[src/rtl/qtr_sampler_if.sv]
// Link between qtr_sampler and the QTR reflectance front end.
// qtr_en is held high for a whole conversion; qtr_valid is a one-cycle strobe that qualifies qtr_value.
interface qtr_sampler_if;
    logic       qtr_en;
    logic [7:0] qtr_value;
    logic       qtr_valid;

    modport master (output qtr_en, input qtr_value, input qtr_valid);
    modport slave  (input qtr_en, output qtr_value, output qtr_valid);
endinterface

[src/rtl/qtr_sampler.sv]
// Periodic QTR trigger with 4-sample moving average, hysteresis line flag
// and a sticky conversion timeout.
module qtr_sampler #(
    parameter int CLK_FREQUENCY  = 60_000_000,
    parameter int PERIOD_CYCLES  = 600_000,
    parameter int TIMEOUT_CYCLES = 180_000
) (
    input  logic                 clk,
    input  logic                 reset,
    input  logic                 enable,
    qtr_sampler_if.master        qtr,
    input  logic [7:0]           thresh_hi,
    input  logic [7:0]           thresh_lo,
    output logic [7:0]           raw,
    output logic [7:0]           avg,
    output logic                 sample_stb,
    output logic                 on_line,
    output logic                 timeout_err,
    output logic [1:0]           dbg_state
);
    localparam int MAX_CYC = (PERIOD_CYCLES > TIMEOUT_CYCLES) ? PERIOD_CYCLES : TIMEOUT_CYCLES;
    localparam int CNT_W   = $clog2(MAX_CYC + 1);

    if (CLK_FREQUENCY < 1 || PERIOD_CYCLES < 1 || TIMEOUT_CYCLES < 1) begin : g_param_check
        $error("qtr_sampler: frequency and cycle counts must be positive");
    end

    typedef enum logic [1:0] {
        S_IDLE    = 2'd0,
        S_CONVERT = 2'd1,
        S_UPDATE  = 2'd2,
        S_WAIT    = 2'd3
    } state_t;

    state_t           state;
    logic [CNT_W-1:0] timeout_cnt;
    logic [CNT_W-1:0] period_cnt;
    logic             first;
    logic [7:0]       samples [4];
    logic [9:0]       sum;
    logic [7:0]       avg_next;

    always_comb begin
        sum      = {2'b00, samples[0]} + {2'b00, samples[1]}
                 + {2'b00, samples[2]} + {2'b00, samples[3]};
        avg_next = sum[9:2];
    end

    // Dropping the request in the valid cycle keeps the front end from retriggering.
    assign qtr.qtr_en = (state == S_CONVERT) && !qtr.qtr_valid;
    assign dbg_state  = state;

    always_ff @(posedge clk or negedge reset) begin
        if (!reset) begin
            state       <= S_IDLE;
            timeout_cnt <= '0;
            period_cnt  <= '0;
            first       <= 1'b0;
            raw         <= 8'h00;
            avg         <= 8'h00;
            sample_stb  <= 1'b0;
            on_line     <= 1'b0;
            timeout_err <= 1'b0;
            for (int i = 0; i < 4; i++) samples[i] <= 8'h00;
        end else begin
            sample_stb <= 1'b0;
            if (!enable) begin
                // Abort: results and buffer are kept, the next enable preloads again.
                state       <= S_IDLE;
                timeout_err <= 1'b0;
                first       <= 1'b0;
            end else begin
                case (state)
                    S_IDLE: begin
                        state       <= S_CONVERT;
                        first       <= 1'b1;
                        timeout_cnt <= '0;
                    end
                    S_CONVERT: begin
                        if (qtr.qtr_valid) begin
                            raw   <= qtr.qtr_value;
                            first <= 1'b0;
                            state <= S_UPDATE;
                            if (first) begin
                                for (int i = 0; i < 4; i++) samples[i] <= qtr.qtr_value;
                            end else begin
                                samples[0] <= samples[1];
                                samples[1] <= samples[2];
                                samples[2] <= samples[3];
                                samples[3] <= qtr.qtr_value;
                            end
                        end else if (timeout_cnt == CNT_W'(TIMEOUT_CYCLES - 1)) begin
                            timeout_err <= 1'b1;
                            state       <= S_WAIT;
                            period_cnt  <= '0;
                        end else begin
                            timeout_cnt <= timeout_cnt + 1'b1;
                        end
                    end
                    S_UPDATE: begin
                        avg        <= avg_next;
                        sample_stb <= 1'b1;
                        // Set test wins so inverted thresholds still behave deterministically.
                        if (avg_next >= thresh_hi)      on_line <= 1'b1;
                        else if (avg_next <= thresh_lo) on_line <= 1'b0;
                        state      <= S_WAIT;
                        period_cnt <= '0;
                    end
                    S_WAIT: begin
                        if (period_cnt == CNT_W'(PERIOD_CYCLES)) begin
                            state       <= S_CONVERT;
                            timeout_cnt <= '0;
                        end else begin
                            period_cnt <= period_cnt + 1'b1;
                        end
                    end
                    default: state <= S_IDLE;
                endcase
            end
        end
    end
endmodule

[src/flat_wrapper.sv]
// flat-port wrapper written by rule: the top's interface ports become plain ports
module qtr_sampler_flat 
#(
    parameter int CLK_FREQUENCY  = 60_000_000,
    parameter int PERIOD_CYCLES  = 600_000,
    parameter int TIMEOUT_CYCLES = 180_000
)
  (clk, reset, enable, thresh_hi, thresh_lo, raw, avg, sample_stb, on_line, timeout_err, dbg_state, qtr_qtr_en, qtr_qtr_value, qtr_qtr_valid);
  qtr_sampler_if qtr_i ();
  input  logic clk;
  input  logic reset;
  input  logic enable;
  input  logic [7:0] thresh_hi;
  input  logic [7:0] thresh_lo;
  output logic [7:0] raw;
  output logic [7:0] avg;
  output logic sample_stb;
  output logic on_line;
  output logic timeout_err;
  output logic [1:0] dbg_state;
  output wire logic [$bits(qtr_i.qtr_en)-1:0] qtr_qtr_en;
  input wire logic [$bits(qtr_i.qtr_value)-1:0] qtr_qtr_value;
  input wire logic [$bits(qtr_i.qtr_valid)-1:0] qtr_qtr_valid;
  assign qtr_qtr_en = qtr_i.qtr_en;
  assign qtr_i.qtr_value = qtr_qtr_value;
  assign qtr_i.qtr_valid = qtr_qtr_valid;
  qtr_sampler #(.CLK_FREQUENCY(CLK_FREQUENCY), .PERIOD_CYCLES(PERIOD_CYCLES), .TIMEOUT_CYCLES(TIMEOUT_CYCLES)) u_core (.clk(clk), .reset(reset), .enable(enable), .qtr(qtr_i), .thresh_hi(thresh_hi), .thresh_lo(thresh_lo), .raw(raw), .avg(avg), .sample_stb(sample_stb), .on_line(on_line), .timeout_err(timeout_err), .dbg_state(dbg_state));
endmodule
[config.mk]
export PLATFORM = sky130hd
export DESIGN_NAME = qtr_sampler_flat
export DESIGN_NICKNAME = d
export VERILOG_FILES = /design/src/rtl/qtr_sampler_if.sv /design/src/rtl/qtr_sampler.sv /design/src/flat_wrapper.sv
export SDC_FILE = /design/constraint.sdc
export NUM_CORES = 1
export LEC_CHECK = 0
export BUFFER_PORTS_ARGS = -buffer_cell sky130_fd_sc_hd__buf_4
export CORE_ASPECT_RATIO = 1.75
export CORE_MARGIN = 2
export CORE_UTILIZATION = 32
export DETAILED_ROUTE_END_ITERATION = 10
export PLACE_DENSITY = 0.52
export SETUP_SLACK_MARGIN = 0.05
export SYNTH_ARGS = -nofsm -noshare
export SYNTH_HDL_FRONTEND = slang
export SYNTH_SLANG_ARGS = --single-unit
[constraint.sdc]
create_clock -name clk -period 5.5 [get_ports clk]
set_input_delay 0 -clock clk [delete_from_list [all_inputs] [get_ports clk]]
set_output_delay 0 -clock clk [all_outputs]
set_load 0.02 [all_outputs]
== After elaboration in Yosys (flattened, before gate mapping) ==
Cells that the tools add are included.

* Register bits after elaboration: 94
* Input port bits: 28
* Logic and storage cells: 76

* Equal/unequal tests: 17
* Reduce and logical (&&, ||, !) cells: 14
* Magnitude comparators: 2
* Add/sub/neg operators: 5
* Muxes and demuxes: 25

{| class="wikitable"
|+ Operators with widths
! operator !! number
|-
| $mux 20 || 6
|-
| $pmux 20 s3 || 2
|-
| $add 20x1->20 const B || 2
|-
| $mux 32 || 1
|-
| $add 10x8->10 || 2
|-
| $eq 20x18->1 const B || 1
|-
| $eq 20x20->1 const B || 1
|-
| $mux 1 || 10
|-
| $ne 2x2->1 const B || 5
|-
| $reduce_and 5->1 || 2
|-
| $add 8x8->9 || 1
|-
| $reduce_and 3->1 || 3
|-
| $ge 8x8->1 || 1
|-
| $le 8x8->1 || 1
|-
| $mux 2 || 4
|-
| $pmux 2 s4 || 1
|-
| $ne 2x1->1 const B || 3
|-
| $reduce_and 2->1 || 3
|-
| $reduce_bool 3->1 || 2
|-
| $eq 2x2->1 const B || 2
|-
| $ne 4x4->1 const B || 1
|-
| $ne 3x1->1 const B || 1
|-
| $ne 3x2->1 const B || 1
|-
| $ne 3x3->1 const B || 1
|-
| other kinds (6) || 6
|}

== Logic depth before layout (Yosys ltp) ==
Gate-level depths: netlist (run 1).

* Word-level depth: 6
* Depth in mapped cells: 21
* Gate-level depth less buffers: 21

== Worst setup path after synthesis (run 1) ==
Ideal clock, no wire load.

* Path kind: flip-flop to flip-flop
* From: register u_core.samples[16] in the netlist's numbering
* To: register u_core.on_line
* Path buffers: 0
* Arrival time: 4025 ps
* Required time: 5357 ps
* Stages on the path, launching flop included: 18
* Setup time: 143 ps
* Setup slack: 1333 ps
* Period minus slack after synthesis: 4167 ps
* Cell sequence: dfrtp_1 > ha_1 > inv_1 > fa_1 > xor2_1 > fa_1 > inv_1 > fa_1 > a21o_1 > a21oi_1 > nor2b_1 > o31a_1 > a21oi_1 > ha_1 > a21o_1 > a21o_1 > a2111oi_0 > o22ai_1

* Cells in the longest elaborated chain, start to end: 6

{| class="wikitable"
|+ Ends and longest elaborated chain
! element !! line !! RTL
|-
| start, declared || qtr_sampler.sv:39 || <nowiki>logic [7:0] samples [4];</nowiki>
|-
| $add 8x8->9 (*) || qtr_sampler.sv:44 || <nowiki>sum = {2'b00, samples[0]} + {2'b00, samples[1]}</nowiki>
|-
| $add 10x8->10 (*) (2 in series) || qtr_sampler.sv:45 || <nowiki>+ {2'b00, samples[2]} + {2'b00, samples[3]};</nowiki>
|-
| named net u_core.sum[7] || qtr_sampler.sv:40 || <nowiki>logic [9:0] sum;</nowiki>
|-
| $le 8x8->1 or $ge 8x8->1 (tied branches) || qtr_sampler.sv:105, qtr_sampler.sv:104 ||
|-
| $reduce_bool 2->1 (no line) || n/a ||
|-
| $reduce_and 3->1 (no line) || n/a ||
|-
| end signal, assigned || qtr_sampler.sv:62 || <nowiki>on_line <= 1'b0;</nowiki>
|-
| end signal, assigned || qtr_sampler.sv:104 || <nowiki>if (avg_next >= thresh_hi) on_line <= 1'b1;</nowiki>
|-
| end signal, assigned || qtr_sampler.sv:105 || <nowiki>else if (avg_next <= thresh_lo) on_line <= 1'b0;</nowiki>
|-
| end, declared || qtr_sampler.sv:17 || <nowiki>output logic on_line,</nowiki>
|}

The timed path passes the listed nets; every way through them passes the cells marked *.
A chain may end at the register's enable or synchronous reset.

== Worst setup path after layout (run 1) ==
Ends and elaborated chain as after synthesis.

==> results of run 1 <==
-- through the flow --
step	util (%)	std cells	cell area, µm²	hold WS [ns]	setup slack, ns
floorplan	-	614	5640	-0.296	1.33
global placement	35.5	867	6170	-0.0731	1.04
detailed placement	35.5	867	6170	-0.0707	0.877
CTS	37.7	891	6550	0.103	0.842
global route	37.7	891	6550	0.125	0.635
finish	37.7	891	6550	0.102	0.899
-- cell families after synthesis --
group           count (synthesis)  synth area share, %
simple gates                  190                 17.3
compound gates                150                 17.1
buf+inv                        90                 6.66
flops                          86                 38.2
fa+ha+maj                      48                 11.9
mux                            39                 7.22
xor+xnor                       11                 1.71
-- state kept, by name, indices dropped and copies added (netlist names) --
signal	cells
u_core.avg	8
u_core.dbg_state	2
u_core.first	1
u_core.on_line	1
u_core.period_cnt	20
u_core.raw	8
u_core.sample_stb	1
u_core.samples	24
u_core.timeout_cnt	20
u_core.timeout_err	1
-- final cells by class --
class	count	area (µm²)	share of cell area, %
timing repair buffer	61	483	7.37
clock buffer	10	239	3.65
tap	231	289	4.41
clock inverter	4	48.8	0.745
multi-input combinational	438	3110	47.5
sequential	86	2150	32.8
inverter	61	229	3.49
-- layer usage --
metal | vias up | GRT usage, % | share of wire [%]
met1 | 2187 | 16.3 | 41
li1 | 2233 | - | -
met5 | - | 0 | 0
met4 | 0 | 6.05 | 2.1
met3 | 17 | 1.85 | 2.8
met2 | 85 | 27.5 | 54
-- repair_timing --
action	in CTS	in global routing
hold buffers	10	0
setup buffers	0	0
hold endpoints to repair	54	0
-- worst paths after layout --
check                                        start                    end  slack (ns)  cells past startpoint
worst max-delay path            u_core.samples[16]         u_core.on_line        0.90                     17
worst min-delay path                         reset  u_core.timeout_cnt[0]        0.10                      2
worst max register to register  u_core.samples[16]         u_core.on_line        0.90                     17
worst min register to register       u_core.avg[0]          u_core.avg[0]        0.48                      2
max in group asynchronous                    reset   u_core.period_cnt[2]        4.24                      3
min in group clk                     qtr_qtr_valid           u_core.first        0.13                      4
-- cell usage in the layout (no fill, tap or decap), types with 13 or more instances in the layout --
cell type,n
a21oi_1,24
o21ai_0,42
nor2_1,22
mux2i_1,26
mux2_2,13
buf_4,51
ha_1,39
inv_1,60
o21ai_1,23
nand3_1,21
nand2_1,68
o31ai_1,14
and2_1,14
dfrtp_1,86
==> impl_metrics.py, run 1 <==
metrics = {
    "status": {
        "outcome": "finished, final reports clean",
    },
    "timing": {
        "setup_viol_count_final": 0,
        "min_period_over_period_pct": 83.6,
        "fin_crit_ns": 4.60,
        "tns_ns": 0,
        "clock.fmax_mhz": 217,
        "rsz0062_at_grt": "false",
        "max_slew_margin_pct": 22.8,
        "skew_ns": 0.00795,
        "tightest_slew_ns": 1.13,
        "hold_viol": 0,
        "slew_viol_final": 0,
    },
    "die": {
        "initial_core_util_pct": 32.4,
        "dieWidth_um": 104,
        "fp.dieArea_um2": 18700,
        "die_y_um": 180,
        "ios": 50,
        "fp-row-count": 64,
        "fp.coreArea_um2": 17400,
    },
    "clock_network": {
        "clock-sinks": 86,
        "cts_resized": 0,
        "tritoncts": "done",
        "path_clk_slew_ns": 0.06,
        "cts_root_buf": "clkbuf_16",
        "cts_htree_levels": 3,
        "cts_buffers": 9,
        "cts_max_path_buffers": 2,
        "clock_latency_ns": 0.34,
    },
    "placement": {
        "gp_congestion": 0.769,
        "dpl.hpwl_um": 9720,
        "port_buffers": 49,
    },
    "global_route": {
        "grt_overflow": 0,
        "grtUsageTotal_pct": 14.6,
        "first_global_vias": 4678,
        "grt_pass1_wl_um": 22500,
        "grt_max_degree": 63,
        "antenna_found_initial": 0,
    },
    "logic_synthesis": {
        "post-synth-top-count-cell": "dfrtp_1",
        "netlist_instances": 614,
        "synthArstFlopShare_pct": 100,
        "synth.net_count": 690,
        "synth_top_area_share_pct": 38.2,
        "syn_area_um2": 5640,
        "synth_seq_cells": 86,
        "synth_edf_count": 0,
        "synth.avg_cell_area_um2": 9.18,
        "synth.distinct_cells": 63,
        "ys_top_cells_by_area": "dfrtp_1 38%, ha_1 8.7%, mux2i_1 4.6%",
        "synthTopCellsByCount": "86 x dfrtp_1, 68 x nand2_1, 60 x inv_1",
        "ys.flop_type": "dfrtp_1",
        "synth_top_cell_by_area": "dfrtp_1",
        "ys_seq_area_share_pct": 38.2,
        "ys_warn_count": 0,
    },
    "setup_path": {
        "critPathBufInv": 2,
        "crit_path_top_delay_cell": "fa_1",
        "critical_path.cell_chain": "ha_1 > inv_1 > fa_1 > xor2_1 > fa_1 > inv_1 > fa_1 > a21o_1 > a21oi_1 > nor2b_1 > o31a_1 > a21oi_1 > ha_1 > a21o_1 > a21o_1 > a2111oi_0 > o22ai_1",
        "cp-end-kind": "flip-flop",
        "cp_data_arrival_time_ns": 4.80,
        "worst-path-max-fanout": 3,
        "critical-path-top-delay-family": "compound AO/OA/AOI/OAI gates",
        "worstSetupPathType": "reg -> reg",
        "crit_required_ns": 5.70,
        "setup.worst_path.start_class": "flip-flop",
        "crit_path_max_incr_delay_ns": 0.48,
    },
    "cells_and_area": {
        "area_growth_pct": 16.3,
        "drive_gt1_share_pct": 13.8,
        "fillers": 1764,
        "antenna_cells": 0,
        "nets": 733,
    },
    "routing": {
        "avgViaCountPerCell": 5.08,
        "ant_nets": 0,
        "wirelength_um": 13200,
        "firstDrtPassIters": 5,
        "drc_errors": 0,
        "num_vias": 4522,
        "drtIter0Drc": 133,
        "wl_per_cell_um": 14.8,
    },
    "run": {
        "maxCapViolCount": 0,
    },
    "worst_hold_path": {
        "hold_path_class": "in -> async",
    },
}
Power of run 1 is left out: the tool's default activity adds up to more than one toggle a clock period on the data nets, which glitch-free logic cannot reach.
==> inputs of run 2 (changes only) <==
==> constraint.sdc (replaced) <==
create_clock -name clk -period 4.3 [get_ports clk]
set_input_delay 0 -clock clk [delete_from_list [all_inputs] [get_ports clk]]
set_output_delay 0 -clock clk [all_outputs]
set_load 0.02 [all_outputs]
==> run 2 against run 1 <==
Net effect: the run now ends with setup timing left; global-route usage is 0.17 points higher; via count increased by 2.2%; flip-flop and latch count did not move; die area stayed put; clock-buffer cell count unchanged; clock skew up 0.0029 ns; register-to-register slack lost 0.91 ns.
==> impl_metrics.py, run 2 (same netlist as run 1, synthesis figures left out) <==
metrics = {
    "status": {
        "outcome": "finished, violations left",
        "violations": "setup timing",
    },
    "routing": {
        "wl_per_cell_um": 14.9,
        "wirelength_um": 13700,
        "met3_length_um": 390,
        "firstDrtPassIters": 4,
        "num_vias": 4623,
        "wl_met2_um": 7590,
        "avgViaCountPerCell": 5.04,
        "drc_errors": 0,
        "drtIter0Drc": 164,
        "topRoutingLayerUsed": "met4",
        "met1_length_um": 5500,
        "ant_nets": 0,
    },
    "cells_and_area": {
        "largest_register_ffs": 24,
        "final_core_util_pct": 39.7,
        "drive_gt1_share_pct": 20.1,
        "area_growth_pct": 22.4,
        "nets": 758,
        "multi_input_area_um2": 3240,
        "top_register": "u_core.samples",
        "fin_area_um2": 6900,
        "largestRegisters": "u_core.samples: 24 flops, u_core.period_cnt: 20 flops, u_core.timeout_cnt: 20 flops",
        "layout_commonest_cell": "dfrtp_1",
        "antenna_cells": 0,
        "mostFrequentLayoutCells": "86 x dfrtp_1, 76 x buf_4, 68 x nand2_1",
        "fillers": 1749,
        "seq_area_um2": 2150,
    },
    "die": {
        "initial_core_util_pct": 32.4,
        "fp.dieArea_um2": 18700,
        "fp.coreArea_um2": 17400,
        "die_y_um": 180,
        "ios": 50,
        "fp-row-count": 64,
        "dieWidth_um": 104,
    },
    "setup_path": {
        "cp-end-kind": "flip-flop",
        "worst-path-max-fanout": 4,
        "setup.worst_path.start_class": "flip-flop",
        "crit_required_ns": 4.50,
        "worstSetupPathType": "reg -> reg",
        "cp_data_arrival_time_ns": 4.50,
    },
    "clock_network": {
        "clock_latency_ns": 0.34,
        "path_clk_slew_ns": 0.06,
        "cts_buffers": 9,
        "cts_htree_levels": 3,
        "tritoncts": "done",
        "cts_root_buf": "clkbuf_16",
        "cts_max_path_buffers": 2,
        "clock-sinks": 86,
    },
    "placement": {
        "gp_congestion": 0.766,
        "dpl.hpwl_um": 9940,
        "port_buffers": 49,
        "place_ws_ns": -0.169,
        "place_area_um2": 6320,
    },
    "timing": {
        "fin_ws_ns": -0.00658,
        "fin_crit_ns": 4.31,
        "setup_viol_count_final": 1,
        "hold_viol": 0,
        "rsz0062_at_grt": "true",
        "tns_ns": -0.00658,
        "skew_ns": 0.0109,
        "min_period_over_period_pct": 100,
        "clock.fmax_mhz": 232,
        "tightest_slew_ns": 0.761,
        "max_slew_margin_pct": 48.0,
        "slew_viol_final": 0,
    },
    "global_route": {
        "first_global_vias": 4733,
        "grt_overflow": 0,
        "grtUsageTotal_pct": 14.8,
        "grt_pass1_wl_um": 22700,
        "grt_max_degree": 57,
        "antenna_found_initial": 0,
    },
    "worst_hold_path": {
        "hold_path_class": "in -> reg",
    },
    "run": {
        "maxCapViolCount": 0,
    },
}
## run 2: cell types whose count changed in the layout (fill, tap and decap cells not counted), moves of 3 or more
cell     before  now
a21oi_1      24   19
a21oi_2       0    5
buf_4        51   76
ha_1         39   34
ha_4          0    4
inv_1        60   57
inv_2         0    3
o21ai_0      42   36
o21ai_1      23   28
## run 2: layout make-up
type	count	area share, %
clock buffer	10	3.32
clock inverter	5	1.23
inverter	61	3.32
multi-input combinational	438	47.0
sequential	86	31.2
tap	231	4.19
timing repair buffer	86	9.72
## run 2: critical path, stage by stage, from the launching register on
cell and delay (ns):
dfrtp_1 0.36, ha_2 0.19, inv_2 0.04, fa_2 0.35, nor2b_1 0.14, o21ai_1 0.09, a21boi_1 0.23, o21ai_1 0.09
nand2b_1 0.16, xnor2_2 0.09, fa_1 0.53, inv_2 0.05, ha_4 0.25, o21a_1 0.17, o31a_1 0.12, a21oi_2 0.16
ha_1 0.28, a21o_1 0.17, a21o_1 0.21, a2111oi_4 0.37, o22ai_1 0.12
## run 2: final timing paths
kind | startpoint | endpoint | slack (ns) | depth (start not counted)
setup / recovery | u_core.samples[24] | u_core.on_line | -0.007 | 20
hold / removal | qtr_qtr_valid | u_core.first | 0.14 | 4
setup reg to reg | u_core.samples[24] | u_core.on_line | -0.007 | 20
hold reg to reg | u_core.period_cnt[10] | u_core.period_cnt[10] | 0.49 | 1
max in group asynchronous | reset | u_core.period_cnt[9] | 3.05 | 3
min in group asynchronous | reset | u_core.timeout_cnt[0] | 0.16 | 2
## run 2: metal layers
| metal | vias to the layer above | GRT usage (%) |
|---|---|---|
| met5 | - | 0 |
| met4 | 0 | 4.92 |
| met3 | 16 | 2.28 |
| met2 | 69 | 28.8 |
| met1 | 2257 | 15.9 |
| li1 | 2281 | - |
## run 2: per-stage QoR
stage	instances	hold slack [ns]
floorplan	614	-0.296
global placement	887	0.00384
detailed placement	887	0.00897
CTS	912	0.119
global route	917	0.168
finish	917	0.143
## run 2: timing repair
item,CTS,global route
hold buffers,10,0
pin swaps,3,11
setup buffers,0,5
resized for setup,12,19
hold endpoints to repair,53,0
setup endpoints to repair,1,1
Power of run 2 is left out for the same reason.
